## src/rtl/stream_demux4.sv

```systemverilog
// rtl/stream_demux4.sv - 1:4 byte-stream demux with per-channel FIFOs; STREAM_DEMUX4_STATS_EN adds push counters
module stream_demux4_fifo #(
    parameter int WIDTH = 8,
    parameter int DEPTH = 2
) (
    input  logic             clock,
    input  logic             reset,
    input  logic [WIDTH-1:0] push_tdata,
    input  logic             push_tvalid,
    output logic             push_tready,
    output logic [WIDTH-1:0] pop_tdata,
    output logic             pop_tvalid,
    input  logic             pop_tready
);
    localparam int AW = $clog2(DEPTH);

    logic [AW:0]      wr_ptr;
    logic [AW:0]      rd_ptr;
    logic [WIDTH-1:0] mem [DEPTH];
    logic             full;
    logic             empty;

    // Extra pointer MSB distinguishes full from empty when the low bits match.
    assign full        = (wr_ptr[AW] != rd_ptr[AW]) && (wr_ptr[AW-1:0] == rd_ptr[AW-1:0]);
    assign empty       = (wr_ptr == rd_ptr);
    assign push_tready = !full;
    assign pop_tvalid  = !empty;
    assign pop_tdata   = mem[rd_ptr[AW-1:0]];

    always_ff @(posedge clock or negedge reset) begin
        if (!reset) begin
            wr_ptr <= '0;
            rd_ptr <= '0;
            for (int i = 0; i < DEPTH; i++) begin
                mem[i] <= '0;
            end
        end else begin
            if (push_tvalid && !full) begin
                mem[wr_ptr[AW-1:0]] <= push_tdata;
                wr_ptr              <= wr_ptr + (AW+1)'(1);
            end
            if (pop_tready && !empty) begin
                rd_ptr <= rd_ptr + (AW+1)'(1);
            end
        end
    end
endmodule

module stream_demux4 #(
    parameter int WIDTH = 8,
    parameter int DEPTH = 2
) (
`ifdef STREAM_DEMUX4_STATS_EN
    input  logic             io_count_clear,
    output logic [15:0]      io_count_0,
    output logic [15:0]      io_count_1,
    output logic [15:0]      io_count_2,
    output logic [15:0]      io_count_3,
`endif
    input  logic             clock,
    input  logic             reset,
    input  logic [WIDTH-1:0] io_input,
    input  logic             io_in_valid,
    output logic             io_in_ready,
    input  logic [1:0]       io_select,
    output logic [WIDTH-1:0] io_outputs_0,
    output logic [WIDTH-1:0] io_outputs_1,
    output logic [WIDTH-1:0] io_outputs_2,
    output logic [WIDTH-1:0] io_outputs_3,
    output logic             io_out_valid_0,
    output logic             io_out_valid_1,
    output logic             io_out_valid_2,
    output logic             io_out_valid_3,
    input  logic             io_out_ready_0,
    input  logic             io_out_ready_1,
    input  logic             io_out_ready_2,
    input  logic             io_out_ready_3
);
    logic [3:0]       ch_tready;
    logic [3:0]       ch_tvalid;
    logic [3:0]       ch_pop_ready;
    logic [3:0]       push_fire;
    logic [WIDTH-1:0] ch_tdata [4];

    // Ready depends only on the selected channel's occupancy, never on the consumers.
    assign io_in_ready  = ch_tready[io_select];
    assign ch_pop_ready = {io_out_ready_3, io_out_ready_2, io_out_ready_1, io_out_ready_0};

    for (genvar k = 0; k < 4; k++) begin : g_ch
        assign push_fire[k] = io_in_valid && io_in_ready && (io_select == 2'(k));

        stream_demux4_fifo #(
            .WIDTH (WIDTH),
            .DEPTH (DEPTH)
        ) u_fifo (
            .clock       (clock),
            .reset       (reset),
            .push_tdata  (io_input),
            .push_tvalid (push_fire[k]),
            .push_tready (ch_tready[k]),
            .pop_tdata   (ch_tdata[k]),
            .pop_tvalid  (ch_tvalid[k]),
            .pop_tready  (ch_pop_ready[k])
        );
    end

    assign io_outputs_0   = ch_tdata[0];
    assign io_outputs_1   = ch_tdata[1];
    assign io_outputs_2   = ch_tdata[2];
    assign io_outputs_3   = ch_tdata[3];
    assign io_out_valid_0 = ch_tvalid[0];
    assign io_out_valid_1 = ch_tvalid[1];
    assign io_out_valid_2 = ch_tvalid[2];
    assign io_out_valid_3 = ch_tvalid[3];

`ifdef STREAM_DEMUX4_STATS_EN
    logic [15:0] count [4];

    // Clear wins over increment; counters stick at all-ones.
    always_ff @(posedge clock or negedge reset) begin
        if (!reset) begin
            for (int k = 0; k < 4; k++) begin
                count[k] <= '0;
            end
        end else if (io_count_clear) begin
            for (int k = 0; k < 4; k++) begin
                count[k] <= '0;
            end
        end else begin
            for (int k = 0; k < 4; k++) begin
                if (push_fire[k] && (count[k] != 16'hFFFF)) begin
                    count[k] <= count[k] + 16'd1;
                end
            end
        end
    end

    assign io_count_0 = count[0];
    assign io_count_1 = count[1];
    assign io_count_2 = count[2];
    assign io_count_3 = count[3];
`endif
endmodule

```

## config.mk

```make
export PLATFORM = sky130hd
export DESIGN_NAME = stream_demux4
export DESIGN_NICKNAME = d
export VERILOG_FILES = /design/src/rtl/stream_demux4.sv
export SDC_FILE = /design/constraint.sdc
export NUM_CORES = 1
export LEC_CHECK = 0
export ABC_AREA = 1
export ABC_CLOCK_PERIOD_IN_PS = 4010
export CAP_MARGIN = 10
export CORE_AREA = 2 2 91 93
export CTS_CLUSTER_DIAMETER = 100
export DETAILED_ROUTE_END_ITERATION = 8
export DIE_AREA = 0 0 93 95
export GPL_TIMING_DRIVEN = 0
export MAX_ROUTING_LAYER = met4
export PLACE_DENSITY = 0.8
export SYNTH_ARGS = -nofsm -noshare
export SYNTH_HDL_FRONTEND = slang
export SYNTH_SLANG_ARGS = --single-unit
export TNS_END_PERCENT = 30
```

## constraint.sdc

```tcl
create_clock -name clock -period 4.01 [get_ports clock]
set_clock_uncertainty 0.1 [all_clocks]
set_input_delay 0.6015 -clock clock [delete_from_list [all_inputs] [get_ports clock]]
set_output_delay 0.6015 -clock clock [all_outputs]
set_load 0.01 [all_outputs]
```

==> summary.txt, run 1 <==
CTS
  – Setup bufs post-CTS: 0
  – Clock-pin slew on the worst setup and hold paths: roughly 0.07 ns
  – TritonCTS buffer count: 9
  – Clock Latency Late Sink: roughly 0.35 ns
  – Max Buffers Root-to-Sink: 2
  – Root Buffer: clkbuf_8
  – CTS Hold Bufs: 0
  – CTS-repair resized insts: 0
  – TritonCTS clock tree: built
  – H-tree depth: 3
  – Clk sinks: 80

Floorplanning
  – CORE AREA: ~8000 um2
  – Row count: 33
  – Die W: 93 um
  – Initial Utilization: 0.488
  – Die Y: roughly 95 um
  – Die area: ~9000 um2
  – Boundary Pins: 54

Detailed routing
  – Drt drc: 0
  – Detailed Routing Iterations Pass 1: 4
  – DR iter-0 viols: roughly 220
  – Final WL: 9.31 mm
  – Vias: about 3400
  – Via density per instance: approximately 5
  – Wire per inst: ~14 um
  – Detail Route Antenna Nets: 0

STA
  – Endpoints failing setup: 0
  – Max_slew headroom: 0.641
  – Worst-Margin Slew: between 0.5 and 0.6 ns
  – Hold WS: ~0.016 ns
  – Crit share post-route: 0.764
  – Minimum clock period: 3.07 ns
  – Hold Violations, Final: 0
  – Final Max Tran Viols: 0
  – Highest Clock Rate: 326 MHz
  – RSZ-0062 raised after global routing: false

Logic synthesis
  – Synth warn: 0
  – Multiplexer share of the synthesized area: 0
  – Post-synth EDFFs: 0
  – Sequential element share of the synthesized area: 0.517
  – Adder-Cell Fraction of Synth Area: 0
  – Number of synthesized register bits: 80
  – Post-Syn Nets: a little over 500
  – Largest family of logic cells by synthesized area: simple AND/OR/NAND/NOR gates
  – XOR/XNOR Fraction of Synth Area: 0.0181
  – Syn avg cell area: 7.78 um2
  – Synth cell types: 19
  – Synth async-reset ratio: 1.00
  – Mapped cell area: slightly below 4000 um2
  – Post-synth top flop: dfrtp_1
  – Complex-gate fraction of the synthesized area: 0.0673
  – Simple-gate share of the synthesized area: 0.322
  – Synth Instances: about 500

Worst setup path
  – Critical Path Stages: 8
  – Slowest library cell on the worst path: clkdlybuf4s50_1
  – CP delay by family, top: buffers and inverters
  – Crit. End Element: primary output
  – Critical path arrival: 2.36 ns
  – CP endpoint: io_in_ready
  – Reg2reg path depth: 12
  – Largest stage delay, worst path: 0.57 ns
  – Critical setup path kind: in2out
  – Worst EP required: ~3.3 ns
  – Internal reg-to-reg setup slack: roughly 2.1 ns
  – CP Launch Type: input pin
  – Buf/Inv on CP: 4
  – CP max FO: 5
  – Worst Setup SP: io_select[1]
  – R2r endpoint: g_ch[2].u_fifo.mem[2]
  – Cells along the critical path: clkdlybuf4s50_1 > inv_1 > nor2_1 > nand2_1 > nand2_1 > inv_1 > nand2_2 > clkdlybuf4s50_1
  – R2R Path Start: g_ch[1].u_fifo.rd_ptr[0]

Worst hold path
  – Hold WC Path Type: in2async

Cells and area
  – Syn-to-layout area delta: 21.1%
  – FF+latch area: 2000 um2
  – Multi-input gate area: ~1600 um2
  – Layout cell share with drive strength beyond 1: 0.0790
  – Filler Cell Count: 718
  – Final nets: 570
  – Fin util: 0.591
  – Diode count: 0

Global routing
  – Pin count of the biggest net entering global routing: 64
  – Met3 Use GR: 0.0559
  – GRT met1 Usage: 0.303
  – GR Util met2: 0.371
  – GRT Residual Overflow: 0
  – All-Layer GR Usage: 0.237
  – Vias in the first global route: between 3000 and 4000
  – Initial antenna violation count: 0
  – GRT busiest layer: met2
  – First-pass GRT wire length: between 15 and 20 mm

Run status
  – Status: finished clean

Flow run
  – Max-Cap Viols: 0

Power
  – Leak: 2.41 nW
  – PD cells: approximately 840 nW/um2
  – Max VDD drop: roughly 380 uV

Placement
  – IO buf count: 44
  – DP HPWL: 6.37 mm
  – Final Wtd Congestion: around 0.87
## metal layers
metal,part of all wire,up-vias
met2,0.49,103
met1,0.44,1601
li1,-,1687
met4,0.021,0
met3,0.056,17
met5,0,-
## Yosys cell counts, types with 2 or more instances
cell / number / area, um2
a21oi_1: 4 / 20.0
buf_1: 2 / 7.51
buf_2: 8 / 40.0
buf_4: 5 / 37.5
clkbuf_1: 15 / 56.3
dfrtp_1: 80 / 2000
inv_1: 36 / 135
inv_2: 4 / 15.0
nand2_1: 226 / 848
nand3_1: 5 / 25.0
nand4_1: 34 / 213
nand4_2: 4 / 50.1
nor2_1: 11 / 41.3
nor2_2: 3 / 18.8
nor2_4: 2 / 22.5
o21ai_0: 48 / 240
xor2_1: 8 / 70.1
## cell families after synthesis
group / after synthesis
DFF: 80
buffers and inverters: 70
and+or+nand+nor: 287
xor gates and xnor gates: 8
AOI/OAI and AO/OA: 52
## cell usage in the layout (no fill, tap or decap), drive strengths merged
cell type / n
bufinv: 2
inv: 40
nor2: 17
clkdlybuf4s50: 43
buf: 17
nand2: 227
nand3: 5
nand4: 38
o21ai: 48
a21oi: 4
clkinv: 1
dfrtp: 80
xor2: 8
clkbuf: 27
## power by group
| group | switching [mW] | leakage (nW) | internal, mW |
|---|---|---|---|
| Combinational | 1.02 | 1.32 | 0.819 |
| Clock | 0.282 | 0.112 | 0.381 |
| Sequential | 0.220 | 0.984 | 1.20 |
| Total | 1.52 | 2.41 | 2.40 |
## per-stage QoR
stage               setup WS [ns]  setup TNS [ns]  area (um2)  power (mW)  std cells
global route                0.761               0        4690        4.23        662
global placement           -0.463          -36.73        4440        3.19        646
CTS                         0.963               0        4690        3.94        662
floorplan                    2.23               0        3870        2.44        497
detailed placement          0.982               0        4470        3.26        647
finish                      0.945               0        4690        3.92        662
## worst min-delay path by stage
stage | start | end | slack (ns) | cells after the start
3_3_place_gp | g_ch[2].u_fifo.mem[6] | g_ch[2].u_fifo.mem[6] | 0.36 | 2
2_1_floorplan | reset | g_ch[0].u_fifo.mem[0] | 0.21 | 0
4_1_cts | reset | g_ch[0].u_fifo.rd_ptr[1] | 0.006 | 1
3_5_place_dp | g_ch[2].u_fifo.mem[8] | g_ch[2].u_fifo.mem[8] | 0.37 | 2
6_report | reset | g_ch[0].u_fifo.rd_ptr[1] | 0.02 | 1
5_1_grt | reset | g_ch[0].u_fifo.rd_ptr[1] | 0.008 | 1
## state kept, by name (all words and copies together), names as in the netlist
name                count
g_ch.u_fifo.mem        64
g_ch.u_fifo.rd_ptr      8
g_ch.u_fifo.wr_ptr      8
## area by class of cell
class,instances,share of cell area
Clock inverter,3,0.0139
Timing Repair Buffer,45,0.0993
Multi-Input combinational cell,347,0.336
Tap cell,105,0.0280
Buffer,30,0.0302
Sequential cell,80,0.427
Clock buffer,12,0.0331
Inverter,40,0.0320
(Power assumes the default switching activity.)
==> run 2: changes to the inputs <==
Settings changed: ABC_CLOCK_PERIOD_IN_PS 4010 to 3100.
Clock period 4.01 ns to 3.1 ns, I/O delays scaled along.
==> summary.txt, run 2 (synthesized netlist as in run 1, its figures left out) <==
CTS
  – CTS-repair resized insts: 0 (unchanged)
  – Max Buffers Root-to-Sink: 2 (unchanged)
  – Clock-pin slew on the worst setup and hold paths: 0.07 ns (about the same)
  – TritonCTS buffer count: 9 (unchanged)
  – Clock Latency Late Sink: 0.35 ns (about the same)
  – Clk sinks: 80 (unchanged)
  – TritonCTS clock tree: built
  – Root Buffer: clkbuf_8
  – H-tree depth: 3 (unchanged)

Cells and area
  – FF+latch area: 2000 um2 (unchanged)
  – Largest register by flop count: g_ch.u_fifo.mem
  – Layout cell share with drive strength beyond 1: 0.0789 (-0.000142)
  – Most common cell after layout, fill and taps aside: nand2_1
  – Syn-to-layout area delta: 21.4%
  – Filler Cell Count: 717 (-0.14%)
  – Final nets: 571 (+0.18%)
  – Diode count: 0 (unchanged)
  – Final instance count without filler cells: 663 (+0.15%)
  – Max FFs per register: 64 (unchanged)
  – Multi-input gate area: 1580 um2 (unchanged)
  – Fin util: 0.592 (+0.00126)
  – Biggest regs: g_ch.u_fifo.mem (64), g_ch.u_fifo.rd_ptr (8), g_ch.u_fifo.wr_ptr (8)
  – Fin area: 4700 um2 (+0.21%)
  – Most frequent cells in the layout: nand2_1 (226), dfrtp_1 (80), o21ai_0 (48), clkdlybuf4s50_1 (43), inv_1 (36)

Worst hold path
  – Hold depth: 3
  – Hold WC Path Type: in2reg

Detailed routing
  – Metal2 WL: 4.54 mm (+0.24%)
  – Detailed Routing Iterations Pass 1: 5 (+1)
  – Vias: 3446 (+1.1%)
  – Final WL: 9.34 mm (+0.34%)
  – Via density per instance: 5.20 (+0.96%)
  – Wire per inst: 14.1 um (+0.19%)
  – Detail Route met3 WL: 543 um (+3.8%)
  – DR iter-0 viols: 221 (-0.45%)
  – Top sig layer: met4
  – WL met1: 4.07 mm (+0.15%)
  – Detail Route Antenna Nets: 0 (unchanged)
  – Drt drc: 0 (unchanged)

Power
  – Leak: 2.42 nW (+0.17%)
  – Max VDD drop: 487 uV (+30%)
  – P_int: 3.11 mW (+29%)
  – Reg power frac: 0.362 (about the same)
  – Clk pwr share: 0.169 (about the same)
  – Sw Pwr: 1.97 mW (+30%)
  – Combinational share of power: 0.468 (about the same)
  – Switching part of the total power: 0.387 (about the same)
  – Tot Pwr: 5.07 mW (+29%)
  – PD cells: 1080 nW/um2 (+29%)

STA
  – Hold WS: 0.361 ns (+0.345 ns)
  – Minimum clock period: 2.79 ns
  – RSZ-0062 raised after global routing: false
  – Highest Clock Rate: about 360 MHz
  – Crit share post-route: 0.900
  – TNS Setup: 0 ns (unchanged)
  – Endpoints failing setup: 0 (unchanged)
  – Final Max Tran Viols: 0 (unchanged)
  – Worst-Margin Slew: 0.540 ns (+0.00154 ns)
  – Hold Violations, Final: 0 (unchanged)
  – Max_slew headroom: 0.640 (-0.00103)
  – Final setup margin: 0.312 ns (-0.633 ns)

Global routing
  – Vias in the first global route: 3401 (+0.12%)
  – GRT Residual Overflow: 0 (unchanged)
  – Pin count of the biggest net entering global routing: 64 (unchanged)
  – All-Layer GR Usage: 0.237 (about the same)
  – First-pass GRT wire length: 15.8 mm (about the same)
  – Initial antenna violation count: 0 (unchanged)

Placement
  – Final Wtd Congestion: 0.870 (unchanged)
  – DP HPWL: 6.37 mm (unchanged)
  – Placed Instances: 647 (unchanged)
  – IO buf count: 44 (unchanged)
  – Placed instance area: 4470 um2 (unchanged)
  – Pre-CTS setup slack: 0.345 ns (-0.637 ns)

Worst setup path
  – Crit. End Element: primary output
  – Worst EP required: 2.53 ns (-0.78 ns)
  – CP max FO: 5 (unchanged)
  – Critical setup path kind: in2out
  – Internal reg-to-reg setup slack: 1.20 ns (-0.90 ns)
  – CP Launch Type: input pin
  – Reg2reg path depth: 12 (unchanged)
  – Critical path arrival: 2.22 ns (-0.14 ns)

Floorplanning
  – Die Y: 95 um (unchanged)
  – Row count: 33 (unchanged)
  – Initial Utilization: 0.488 (unchanged)
  – Die W: 93 um (unchanged)
  – CORE AREA: 7930 um2 (unchanged)
  – Boundary Pins: 54 (unchanged)
  – Die area: 8840 um2 (unchanged)

Run status
  – Status: finished clean

Flow run
  – Max-Cap Viols: 0 (unchanged)
-- run 2: cell count changes in the layout (fill, tap and decap cells not counted), sizes merged --
| cell | previous run | this run |
|---|---|---|
| dlygate4sd3 | 0 | 1 |
-- run 2: critical path, cell delays in order --
cell and delay, ns:
clkdlybuf4s50_1 0.56, inv_1 0.06, nor2_1 0.17, nand2_1 0.08
nand2_1 0.10, inv_1 0.07, nand2_2 0.16, clkdlybuf4s50_1 0.56
-- run 2: layout make-up --
type | instances | share of cell area
tap | 105 | 0.0280
clock inverter | 3 | 0.0139
inverter | 40 | 0.0320
sequential | 80 | 0.426
buffer | 30 | 0.0301
multi-input combinational | 347 | 0.335
clock buffer | 12 | 0.0330
timing repair buffer | 46 | 0.101
-- run 2: worst paths after layout --
check	from	to
setup / recovery	io_select[1]	io_in_ready
hold / removal	io_input[5]	g_ch[0].u_fifo.mem[5]
setup reg to reg	g_ch[1].u_fifo.rd_ptr[0]	g_ch[2].u_fifo.mem[2]
hold reg to reg	g_ch[2].u_fifo.mem[12]	g_ch[2].u_fifo.mem[12]
max in group asynchronous	reset	g_ch[3].u_fifo.rd_ptr[1]
min in group asynchronous	reset	g_ch[0].u_fifo.rd_ptr[1]
-- run 2: power groups by stage --
stage	registers [mW]	logic, mW	clock network (mW)
2_1_floorplan	1.77	1.38	0
3_3_place_gp	1.82	2.31	0
3_5_place_dp	1.85	2.37	0
4_1_cts	1.83	2.39	0.871
5_1_grt	1.90	2.67	0.916
6_report	1.84	2.38	0.858
-- run 2: timing repair --
action | CTS | global route
endpoints found under the hold margin | 17 | 0
hold buffers | 1 | 0
buffers inserted | 0 | 0
-- run 2: per-layer routing --
metal	track usage	up-vias
li1	-	1685
met1	0.303	1613
met2	0.371	127
met3	0.0559	21
met4	0.0907	0
met5	-	-
